[src/rtl/servo_pkg.sv]
// Shared types and default pulse constants for the servo motion scheduler.
// Pulse values are in clock cycles at 100 MHz.
package servo_pkg;

  localparam int unsigned SERVO_WIDTH      = 32'd24;
  localparam int unsigned SERVO_MIN_PULSE  = 32'd100000;
  localparam int unsigned SERVO_MAX_PULSE  = 32'd200000;
  localparam int unsigned SERVO_HOME_PULSE = 32'd150000;

  typedef enum logic [1:0] {
    ST_IDLE = 2'd0,
    ST_MOVE = 2'd1,
    ST_HOLD = 2'd2
  } servo_state_e;

endpackage

[src/rtl/slew_axis.sv]
// One servo axis: clamps and registers a new target, then slews the commanded
// pulse width toward it by at most STEP per enabled tick.
module slew_axis
  import servo_pkg::*;
#(
  parameter int unsigned WIDTH      = SERVO_WIDTH,
  parameter int unsigned MIN_PULSE  = SERVO_MIN_PULSE,
  parameter int unsigned MAX_PULSE  = SERVO_MAX_PULSE,
  parameter int unsigned HOME_PULSE = SERVO_HOME_PULSE,
  parameter int unsigned STEP       = 32'd100
) (
  input  logic             clk,
  input  logic             reset,
  input  logic             tick,
  input  logic             load,
  input  logic [WIDTH-1:0] target,
  input  logic             enable,
  output logic [WIDTH-1:0] cmd,
  output logic             arrived
);

  localparam logic [WIDTH-1:0] MIN_W  = WIDTH'(MIN_PULSE);
  localparam logic [WIDTH-1:0] MAX_W  = WIDTH'(MAX_PULSE);
  localparam logic [WIDTH-1:0] HOME_W = WIDTH'(HOME_PULSE);
  localparam logic [WIDTH-1:0] STEP_W = WIDTH'(STEP);

  logic [WIDTH-1:0] target_r;
  logic [WIDTH-1:0] cmd_r;
  logic [WIDTH-1:0] next_cmd_s;

  function automatic logic [WIDTH-1:0] clamp_pulse(input logic [WIDTH-1:0] value);
    logic [WIDTH-1:0] result;
    if (value < MIN_W) begin
      result = MIN_W;
    end else if (value > MAX_W) begin
      result = MAX_W;
    end else begin
      result = value;
    end
    return result;
  endfunction

  // Next commanded width: one bounded step toward the target, direction chosen
  // by compare so the unsigned subtraction never wraps.
  always_comb begin
    next_cmd_s = cmd_r;
    if (cmd_r < target_r) begin
      if ((target_r - cmd_r) <= STEP_W) begin
        next_cmd_s = target_r;
      end else begin
        next_cmd_s = cmd_r + STEP_W;
      end
    end else if (cmd_r > target_r) begin
      if ((cmd_r - target_r) <= STEP_W) begin
        next_cmd_s = target_r;
      end else begin
        next_cmd_s = cmd_r - STEP_W;
      end
    end else begin
      next_cmd_s = cmd_r;
    end
  end

  // Target capture and commanded-width register; a step issued on the same
  // edge as a capture still uses the previously registered target.
  always_ff @(posedge clk) begin
    if (reset) begin
      target_r <= HOME_W;
      cmd_r    <= HOME_W;
    end else begin
      if (load) begin
        target_r <= clamp_pulse(target);
      end
      if (enable && tick) begin
        cmd_r <= next_cmd_s;
      end
    end
  end

  assign cmd     = cmd_r;
  assign arrived = (cmd_r == target_r);

endmodule

[src/rtl/servo_motion_scheduler.sv]
// Rate-limited shoulder/elbow pulse-width scheduler with a shared servo enable
// that stays on while moving and for a hold window after arrival.
module servo_motion_scheduler
  import servo_pkg::*;
#(
  parameter int unsigned WIDTH       = SERVO_WIDTH,
  parameter int unsigned MIN_PULSE   = SERVO_MIN_PULSE,
  parameter int unsigned MAX_PULSE   = SERVO_MAX_PULSE,
  parameter int unsigned HOME_PULSE  = SERVO_HOME_PULSE,
  parameter int unsigned STEP        = 32'd100,
  parameter int unsigned TICK_CYCLES = 32'd100000,
  parameter int unsigned HOLD_CYCLES = 32'd140000000
) (
  input  logic             clk,
  input  logic             reset,
  input  logic [WIDTH-1:0] target_shoulder,
  input  logic [WIDTH-1:0] target_elbow,
  input  logic             target_valid,
  output logic [WIDTH-1:0] cmd_shoulder,
  output logic [WIDTH-1:0] cmd_elbow,
  output logic             pwm_en,
  output logic             busy,
  output logic             settled
);

  localparam int unsigned TICK_W = (TICK_CYCLES > 32'd1) ? $clog2(TICK_CYCLES) : 32'd1;
  localparam int unsigned HOLD_W = (HOLD_CYCLES > 32'd1) ? $clog2(HOLD_CYCLES) : 32'd1;
  localparam logic [TICK_W-1:0] TICK_LAST = TICK_W'(TICK_CYCLES - 32'd1);
  localparam logic [HOLD_W-1:0] HOLD_LAST = HOLD_W'(HOLD_CYCLES - 32'd1);

  servo_state_e      state_r;
  logic [TICK_W-1:0] tick_cnt_r;
  logic [HOLD_W-1:0] hold_cnt_r;
  logic              tick_s;
  logic              move_en_s;
  logic              sh_arrived_s;
  logic              el_arrived_s;
  logic              pwm_en_r;
  logic              busy_r;
  logic              settled_r;

  assign tick_s    = (tick_cnt_r == TICK_LAST);
  assign move_en_s = (state_r == ST_MOVE);

  // Free-running slew tick, independent of scheduler state.
  always_ff @(posedge clk) begin
    if (reset) begin
      tick_cnt_r <= '0;
    end else if (tick_s) begin
      tick_cnt_r <= '0;
    end else begin
      tick_cnt_r <= tick_cnt_r + TICK_W'(1);
    end
  end

  slew_axis #(
    .WIDTH     (WIDTH),
    .MIN_PULSE (MIN_PULSE),
    .MAX_PULSE (MAX_PULSE),
    .HOME_PULSE(HOME_PULSE),
    .STEP      (STEP)
  ) u_shoulder (
    .clk    (clk),
    .reset  (reset),
    .tick   (tick_s),
    .load   (target_valid),
    .target (target_shoulder),
    .enable (move_en_s),
    .cmd    (cmd_shoulder),
    .arrived(sh_arrived_s)
  );

  slew_axis #(
    .WIDTH     (WIDTH),
    .MIN_PULSE (MIN_PULSE),
    .MAX_PULSE (MAX_PULSE),
    .HOME_PULSE(HOME_PULSE),
    .STEP      (STEP)
  ) u_elbow (
    .clk    (clk),
    .reset  (reset),
    .tick   (tick_s),
    .load   (target_valid),
    .target (target_elbow),
    .enable (move_en_s),
    .cmd    (cmd_elbow),
    .arrived(el_arrived_s)
  );

  // Scheduler FSM with registered enable/status flags. A fresh strobe in MOVE
  // keeps us moving so HOLD is never entered against a stale target.
  always_ff @(posedge clk) begin
    if (reset) begin
      state_r    <= ST_IDLE;
      hold_cnt_r <= '0;
      pwm_en_r   <= 1'b0;
      busy_r     <= 1'b0;
      settled_r  <= 1'b0;
    end else begin
      case (state_r)
        ST_IDLE: begin
          if (target_valid) begin
            state_r   <= ST_MOVE;
            pwm_en_r  <= 1'b1;
            busy_r    <= 1'b1;
            settled_r <= 1'b0;
          end
        end
        ST_MOVE: begin
          if (!target_valid && sh_arrived_s && el_arrived_s) begin
            state_r    <= ST_HOLD;
            hold_cnt_r <= '0;
            pwm_en_r   <= 1'b1;
            busy_r     <= 1'b0;
            settled_r  <= 1'b1;
          end
        end
        ST_HOLD: begin
          if (target_valid) begin
            state_r   <= ST_MOVE;
            pwm_en_r  <= 1'b1;
            busy_r    <= 1'b1;
            settled_r <= 1'b0;
          end else if (hold_cnt_r == HOLD_LAST) begin
            state_r   <= ST_IDLE;
            pwm_en_r  <= 1'b0;
            busy_r    <= 1'b0;
            settled_r <= 1'b0;
          end else begin
            hold_cnt_r <= hold_cnt_r + HOLD_W'(1);
          end
        end
        default: begin
          state_r    <= ST_IDLE;
          hold_cnt_r <= '0;
          pwm_en_r   <= 1'b0;
          busy_r     <= 1'b0;
          settled_r  <= 1'b0;
        end
      endcase
    end
  end

  assign pwm_en  = pwm_en_r;
  assign busy    = busy_r;
  assign settled = settled_r;

endmodule

[config.mk]
export PLATFORM = sky130hd
export DESIGN_NAME = servo_motion_scheduler
export DESIGN_NICKNAME = d
export VERILOG_FILES = /design/src/rtl/servo_pkg.sv /design/src/rtl/slew_axis.sv /design/src/rtl/servo_motion_scheduler.sv
export SDC_FILE = /design/constraint.sdc
export NUM_CORES = 1
export LEC_CHECK = 0
export ABC_AREA = 0
export CELL_PAD_IN_SITES_DETAIL_PLACEMENT = 0
export CELL_PAD_IN_SITES_GLOBAL_PLACEMENT = 1
export CORE_MARGIN = 1.5
export CORE_UTILIZATION = 49
export CTS_BUF_LIST = sky130_fd_sc_hd__clkbuf_4 sky130_fd_sc_hd__clkbuf_8
export DETAILED_ROUTE_END_ITERATION = 10
export PLACE_DENSITY = 0.92
export SYNTH_ARGS = -nofsm -noshare
export SYNTH_HDL_FRONTEND = slang
export SYNTH_HIERARCHICAL = 1
export SYNTH_SLANG_ARGS = --single-unit
[constraint.sdc]
create_clock -name clk -period 6 [get_ports clk]
set_clock_uncertainty 0.2 [all_clocks]
set_input_delay 1.5 -clock clk [delete_from_list [all_inputs] [get_ports clk]]
set_output_delay 1.5 -clock clk [all_outputs]
set_load 0.005 [all_outputs]
==> results of run 1 <==
==> stage by stage <==
| step | power, uW | cell area [um^2] | instances |
|---|---|---|---|
| 3_5_place_dp | 1620 | 15400 | 2317 |
| 5_1_grt | 2580 | 15800 | 2349 |
| 2_1_floorplan | 1430 | 14400 | 1921 |
| 6_report | 2480 | 15800 | 2349 |
| 3_3_place_gp | 1630 | 15400 | 2317 |
| 4_1_cts | 2480 | 15800 | 2349 |
==> worst max-delay path: stages, from the launching register on <==
cell                        delay, ns
sky130_fd_sc_hd__dfxtp_1         0.49
sky130_fd_sc_hd__inv_1           0.18
sky130_fd_sc_hd__ha_1            0.53
sky130_fd_sc_hd__a21oi_1         0.27
sky130_fd_sc_hd__o21ai_0         0.34
sky130_fd_sc_hd__a211oi_1        0.50
sky130_fd_sc_hd__o211ai_1        0.31
sky130_fd_sc_hd__a221o_1         0.63
sky130_fd_sc_hd__nand2_1         0.16
sky130_fd_sc_hd__and3_1          0.56
sky130_fd_sc_hd__nand2b_1        0.35
sky130_fd_sc_hd__a2111oi_0       0.48
sky130_fd_sc_hd__a221oi_1        0.08
==> layout make-up <==
class	count	area share
Multi-Input combinational cell	1560	0.662
Clock buffer	17	0.0148
Inverter	113	0.0268
Tap cell	384	0.0304
Timing Repair Buffer	115	0.0705
Clock inverter	15	0.0116
Sequential cell	145	0.184
==> power breakdown <==
| part | switching [uW] | internal (uW) | total (uW) |
|---|---|---|---|
| clock network | 529 | 323 | 852 |
| registers | 18.2 | 976 | 994 |
| logic | 402 | 231 | 633 |
==> flip-flops by register name, indices dropped and copies added, names as in the netlist <==
register and flops:
u_elbow/cmd 24, state_r 1, u_elbow/target_r 24, u_shoulder/target_r 24, busy 1, pwm_en 1, hold_cnt_r 28, u_shoulder/cmd 24
settled 1, tick_cnt_r 17
==> kinds of logic after synthesis <==
group	Yosys count	synth area share
adder cells (fa/ha/maj)	100	0.0871
AO/OA/AOI/OAI	691	0.339
flip-flops	145	0.202
AND/OR/NAND/NOR	678	0.244
XOR/XNOR	83	0.0506
multiplexers	8	0.00802
buffers and inverters	216	0.0693
==> per-layer routing <==
metal / vias up / global-route usage / share of wire
met2: 829 / 0.515 / 0.45
met3: 113 / 0.0682 / 0.093
li1: 7329 / - / -
met5: - / 0 / 0.00025
met4: 2 / 0.126 / 0.035
met1: 7380 / 0.445 / 0.43
==> synth_stat cells, drive strengths merged (9+ instances only) <==
master	n
a22oi	24
and3	24
o21ai	127
a31o	9
and4	30
a211oi	45
nor3	63
clkbuf	45
a21o	43
nor4	40
or3	24
nand2	157
a22o	12
ha	100
and2	23
o221ai	10
o22ai	12
dfxtp	145
a311oi	12
o211ai	21
a21oi	188
a211o	12
o21a	24
o31ai	19
buf	58
xor2	31
nand2b	18
a221oi	46
inv	108
nor2	149
nand3	77
xnor2	52
nand4	39
a31oi	12
==> how the worst max path moves through the flow <==
stage | startpoint | to
floorplan | u_elbow/cmd[5] | u_elbow/cmd[7]
global placement | u_elbow/cmd[15] | u_elbow/cmd[11]
detailed placement | u_elbow/cmd[15] | u_elbow/cmd[11]
CTS | u_elbow/cmd[15] | u_elbow/cmd[11]
global route | u_elbow/cmd[15] | u_elbow/cmd[17]
finish | u_elbow/cmd[15] | u_elbow/cmd[11]
==> flow_summary_export.csv, run 1 <==
group,metric,value,unit
global_route,vias_in_the_first_global_route,14247,
route,drt.antenna.violating_nets,0,
cts,post_cts_hold_buffer_count,0,
critical_path,arrival_time_reported_for_the_critical_path_endpoint,5.36,ns
critical_path,rr_startpoint,"u_elbow/cmd[15]",
floorplanning,coreArea,28800,um^2
critical_path,regToRegEndpoint,"u_elbow/cmd[11]",
finish,n_antenna_cell,0,
floorplanning,fp.dieH,174,um
cts,total_number_of_h_tree_levels,4,
yosys,synth-edff-count,0,
route,routed-via-count,15653,
finish,most-common-layout-cells,"sky130_fd_sc_hd__a21oi_1 (168), sky130_fd_sc_hd__nand2_1 (153), sky130_fd_sc_hd__nor2_1 (148)",
yosys,synth.top_cells.by_area,"sky130_fd_sc_hd__dfxtp_1 (20%), sky130_fd_sc_hd__ha_1 (8.7%), sky130_fd_sc_hd__a21oi_1 (5.9%)",
yosys,yosys_register_bits,145,
timing,timing_hold_violations_final,0,
critical_path,end_kind,"register",
route,remaining_drc_errors,0,
yosys,synth_seq_area_share,0.202,
cts,cts_sinks,145,
timing,grt_setup_unrepaired,"false",
timing,maxSlewHeadroom,0.199,
timing,min_period_over_period,0.874,
timing,max_slew.worst_pin.slew,1.19,ns
critical_path,cp.required,6.11,ns
cts,cts_root_buf,"sky130_fd_sc_hd__clkbuf_8",
timing,final.min_clock_period,5.24,ns
hold_path,worst_hold_startpoint,"tick_cnt_r[0]",
route,wl_per_cell,22.0,um
critical_path,reg2reg_slack,0.76,ns
yosys,synth_nets,2072,
hold_path,worstHoldPathType,"reg -> reg",
yosys,portion_of_synthesized_cell_area_occupied_by_the_leading_cell_type,0.202,
cts,cts_tree,"done",
global_route,grt_antenna_before_repair,1,
critical_path,critical_path.startpoint_type,"register",
yosys,syn-instance-count,1921,
floorplanning,initial_utilization,0.499,
route,routed_wl,51800,um
route,via_per_inst,6.66,
global_route,grt_use_total,0.330,
finish,nets,2103,
timing,drv_slew,0,
cts,path_clk_slew,0.10,ns
power,power_leakage,0.00595,uW
yosys,post_synth_num_cell_types,85,
floorplanning,die_area,30300,um^2
cts,cts_made_buffers,17,
finish,drive_above_1_share,0.0641,
finish,nFillCells,2794,
yosys,mappedNetlistArea,14400,um^2
critical_path,reg2regPathDepth,12,
power,power.ir.vdd_worst,0.0981,mV
finish,final-seq-area,2900,um^2
global_route,grt_pass1_wl,80300,um
cts,clockBufferDepth,2,
floorplanning,num_rows,62,
yosys,post_synthesis_cell_type_with_the_largest_combined_area,"sky130_fd_sc_hd__dfxtp_1",
cts,cts_setup_buffers,0,
yosys,syn_area_per_cell,7.47,um^2
place,dp_slack,0.909,ns
place,hpwl,39800,um
yosys,yosys_warnings,6,
timing,final-setup-viol-count,0,
global_route,congestion_overflow_gr,0,
cts,clock_insertion_delay_worst_skew,0.49,ns
global_route,grt_max_degree,52,
route,drt_first_iter_violations,1608,
finish,utilization,0.549,
timing,final.setup.tns,0,ns
run_status,run_status,"completed",
cts,cts_resized,0,
critical_path,critical_path_class,"reg -> reg",
floorplanning,die_width,174,um
critical_path,crit_fanout,13,
finish,layout_commonest_cell,"sky130_fd_sc_hd__a21oi_1",
timing,maxClockFrequency,191,MHz
hold_path,worst_hold_path.endpoint,"tick_cnt_r[0]",
place,gp_routability_congestion,1.03,
floorplanning,num_io_pins,102,
flow_run,max_cap_violations,0,
route,first_pass_iters,8,
finish,multi_input_area,10500,um^2
place,port-buffer-count,101,
yosys,synth-async-reset-ratio,0,
hold_path,min_path_cells,1,
finish,area_growth_syn_to_layout,10.0,%
power,p_per_area,157,nW/um^2
timing,hold_slack,0.276,ns
timing,timing.final.ws_setup,0.757,ns
yosys,postSynth.topFlopCell,"sky130_fd_sc_hd__dfxtp_1",
Note: power is estimated with default switching activity, not from simulation.
==> run 2, diff against run 1 <==
--- a/config.mk
+++ b/config.mk
@@ -12,7 +12,9 @@
 export CORE_UTILIZATION = 49
 export CTS_BUF_LIST = sky130_fd_sc_hd__clkbuf_4 sky130_fd_sc_hd__clkbuf_8
 export DETAILED_ROUTE_END_ITERATION = 10
+export HOLD_SLACK_MARGIN = 0.02
 export PLACE_DENSITY = 0.92
+export SETUP_SLACK_MARGIN = 0.1
 export SYNTH_ARGS = -nofsm -noshare
 export SYNTH_HDL_FRONTEND = slang
 export SYNTH_HIERARCHICAL = 1
==> results of run 2 <==
The final DEF is identical to that of run 1; final timing and power are the same.
==> run 3, diff against run 2 <==
--- a/config.mk
+++ b/config.mk
@@ -8,11 +8,10 @@
 export ABC_AREA = 0
 export CELL_PAD_IN_SITES_DETAIL_PLACEMENT = 0
 export CELL_PAD_IN_SITES_GLOBAL_PLACEMENT = 1
-export CORE_MARGIN = 1.5
 export CORE_UTILIZATION = 49
 export CTS_BUF_LIST = sky130_fd_sc_hd__clkbuf_4 sky130_fd_sc_hd__clkbuf_8
 export DETAILED_ROUTE_END_ITERATION = 10
-export HOLD_SLACK_MARGIN = 0.02
+export HOLD_SLACK_MARGIN = 0.05
 export PLACE_DENSITY = 0.92
 export SETUP_SLACK_MARGIN = 0.1
 export SYNTH_ARGS = -nofsm -noshare
==> flow_summary_export.csv, run 3 (synthesis gave the netlist of run 1 again) <==
group,metric,value,unit
critical_path,critical_path.startpoint_type,"register",
global_route,grt_antenna_before_repair,1,
floorplanning,fp.dieH,173,um
flow_run,max_cap_violations,0,
timing,drv_slew,0,
timing,maxSlewHeadroom,0.264,
critical_path,timing.critical_path.slowest_stage_cell,"sky130_fd_sc_hd__dfxtp_1",
critical_path,critical_path.cell_chain,"inv_1, ha_1, a21oi_2, o21ai_1, a211oi_1, o211ai_1, a221o_1, nand2_1, and3_1, nand2b_1, a2111oi_0, a221oi_1",
place,dp_slack,1.04,ns
timing,timing_hold_violations_final,0,
cts,clockBufferDepth,2,
route,via_per_inst,6.69,
cts,cts_root_buf,"sky130_fd_sc_hd__clkbuf_8",
critical_path,arrival_time_reported_for_the_critical_path_endpoint,5.26,ns
global_route,grt_pass1_wl,81600,um
timing,grt_setup_unrepaired,"false",
power,share_clk_of_total_power,0.331,
critical_path,cp.required,6.14,ns
timing,min_period_over_period,0.853,
power,power_switching,884,uW
finish,nets,2105,
run_status,run_status,"completed",
route,drt_first_iter_violations,1634,
power,p_sw_frac,0.363,
cts,cts_resized,0,
hold_path,min_path_cells,1,
finish,most-common-layout-cells,"sky130_fd_sc_hd__a21oi_1 (168), sky130_fd_sc_hd__nand2_1 (153), sky130_fd_sc_hd__nor2_1 (148)",
place,gp_routability_congestion,0.993,
power,power_leakage,0.00594,uW
critical_path,critical_path_depth,12,
finish,largest_register,"hold_cnt_r",
critical_path,crit_fanout,13,
route,routed-via-count,15731,
timing,final-setup-viol-count,0,
finish,drive_above_1_share,0.0646,
cts,cts_tree,"done",
finish,n_antenna_cell,0,
floorplanning,initial_utilization,0.499,
floorplanning,coreArea,28800,um^2
finish,layout_commonest_cell,"sky130_fd_sc_hd__a21oi_1",
floorplanning,num_rows,62,
critical_path,cpLargestDelayFamily,"compound AO/OA/AOI/OAI gates",
critical_path,timing.critical_path.slowest_cell_delay,0.62,ns
power,p_per_area,154,nW/um^2
cts,path_clk_slew,0.09,ns
power,power.ir.vdd_worst,0.111,mV
floorplanning,die_area,30000,um^2
route,routed_wl,52600,um
cts,clock_insertion_delay_worst_skew,0.49,ns
power,combinationalPowerShare,0.261,
timing,final.min_clock_period,5.12,ns
route,drt.antenna.violating_nets,0,
global_route,vias_in_the_first_global_route,14457,
route,wl_per_cell,22.4,um
timing,hold_slack,0.269,ns
place,hpwl,40500,um
global_route,congestion_overflow_gr,0,
floorplanning,die_width,173,um
timing,timing.final.ws_setup,0.883,ns
cts,cts_made_buffers,17,
finish,nFillCells,2813,
cts,post_cts_hold_buffer_count,0,
place,port-buffer-count,101,
timing,max_slew.worst_pin.slew,1.10,ns
power,power.share.sequential,0.408,
timing,final.setup.tns,0,ns
finish,utilization,0.548,
route,remaining_drc_errors,0,
cts,cts_sinks,145,
finish,largest_reg_flops,28,
global_route,grt_max_degree,57,
critical_path,end_kind,"register",
route,first_pass_iters,5,
finish,area_growth_syn_to_layout,9.84,%
critical_path,path_buf_inv,1,
cts,total_number_of_h_tree_levels,4,
critical_path,critical_path_class,"reg -> reg",
timing,maxClockFrequency,195,MHz
hold_path,worstHoldPathType,"reg -> reg",
power,internal_power,1550,uW
floorplanning,num_io_pins,102,
critical_path,reg2regPathDepth,12,
global_route,grt_use_total,0.340,
cts,cts_setup_buffers,0,
-- run 3: power groups by stage --
stage / combinational [uW] / sequential, uW / clock, uW
after floorplan: 427 / 1010 / 0
after global placement: 609 / 1010 / 0
after detailed placement: 610 / 1010 / 0
after CTS: 614 / 992 / 816
after global routing: 677 / 995 / 855
final: 635 / 993 / 806
-- run 3: metal layers --
layer  vias up  wire length, um  track usage
met5         -               12            0
met4         2             1320        0.105
met3        79             4160       0.0451
met2       767            23700        0.544
met1      7551            23300        0.474
li1       7332                -            -
-- run 3: through the flow --
stage | power (uW) | std cells | instance area (um^2)
after floorplan | 1430 | 1921 | 14400
after global placement | 1620 | 2319 | 15400
after detailed placement | 1620 | 2319 | 15400
after CTS | 2420 | 2350 | 15800
after global routing | 2530 | 2350 | 15800
final | 2430 | 2350 | 15800
-- run 3: path summary, 6_finish.rpt --
path / to / startpoint / slack, ns
min: tick_cnt_r[0] / tick_cnt_r[0] / 0.27
max: u_elbow/cmd[11] / u_elbow/cmd[7] / 0.88
max reg2reg: u_elbow/cmd[11] / u_elbow/cmd[7] / 0.88
min reg2reg: tick_cnt_r[0] / tick_cnt_r[0] / 0.27
-- run 3: area by class of cell --
| type | count | area [um^2] | area share |
|---|---|---|---|
| well taps | 384 | 480 | 0.0305 |
| clock buffers | 18 | 248 | 0.0157 |
| flip-flops and latches | 145 | 2900 | 0.184 |
| inverters | 113 | 424 | 0.0269 |
| multi-input cells | 1560 | 10500 | 0.663 |
| clock inverters | 13 | 126 | 0.00801 |
| repair buffers | 117 | 1130 | 0.0716 |
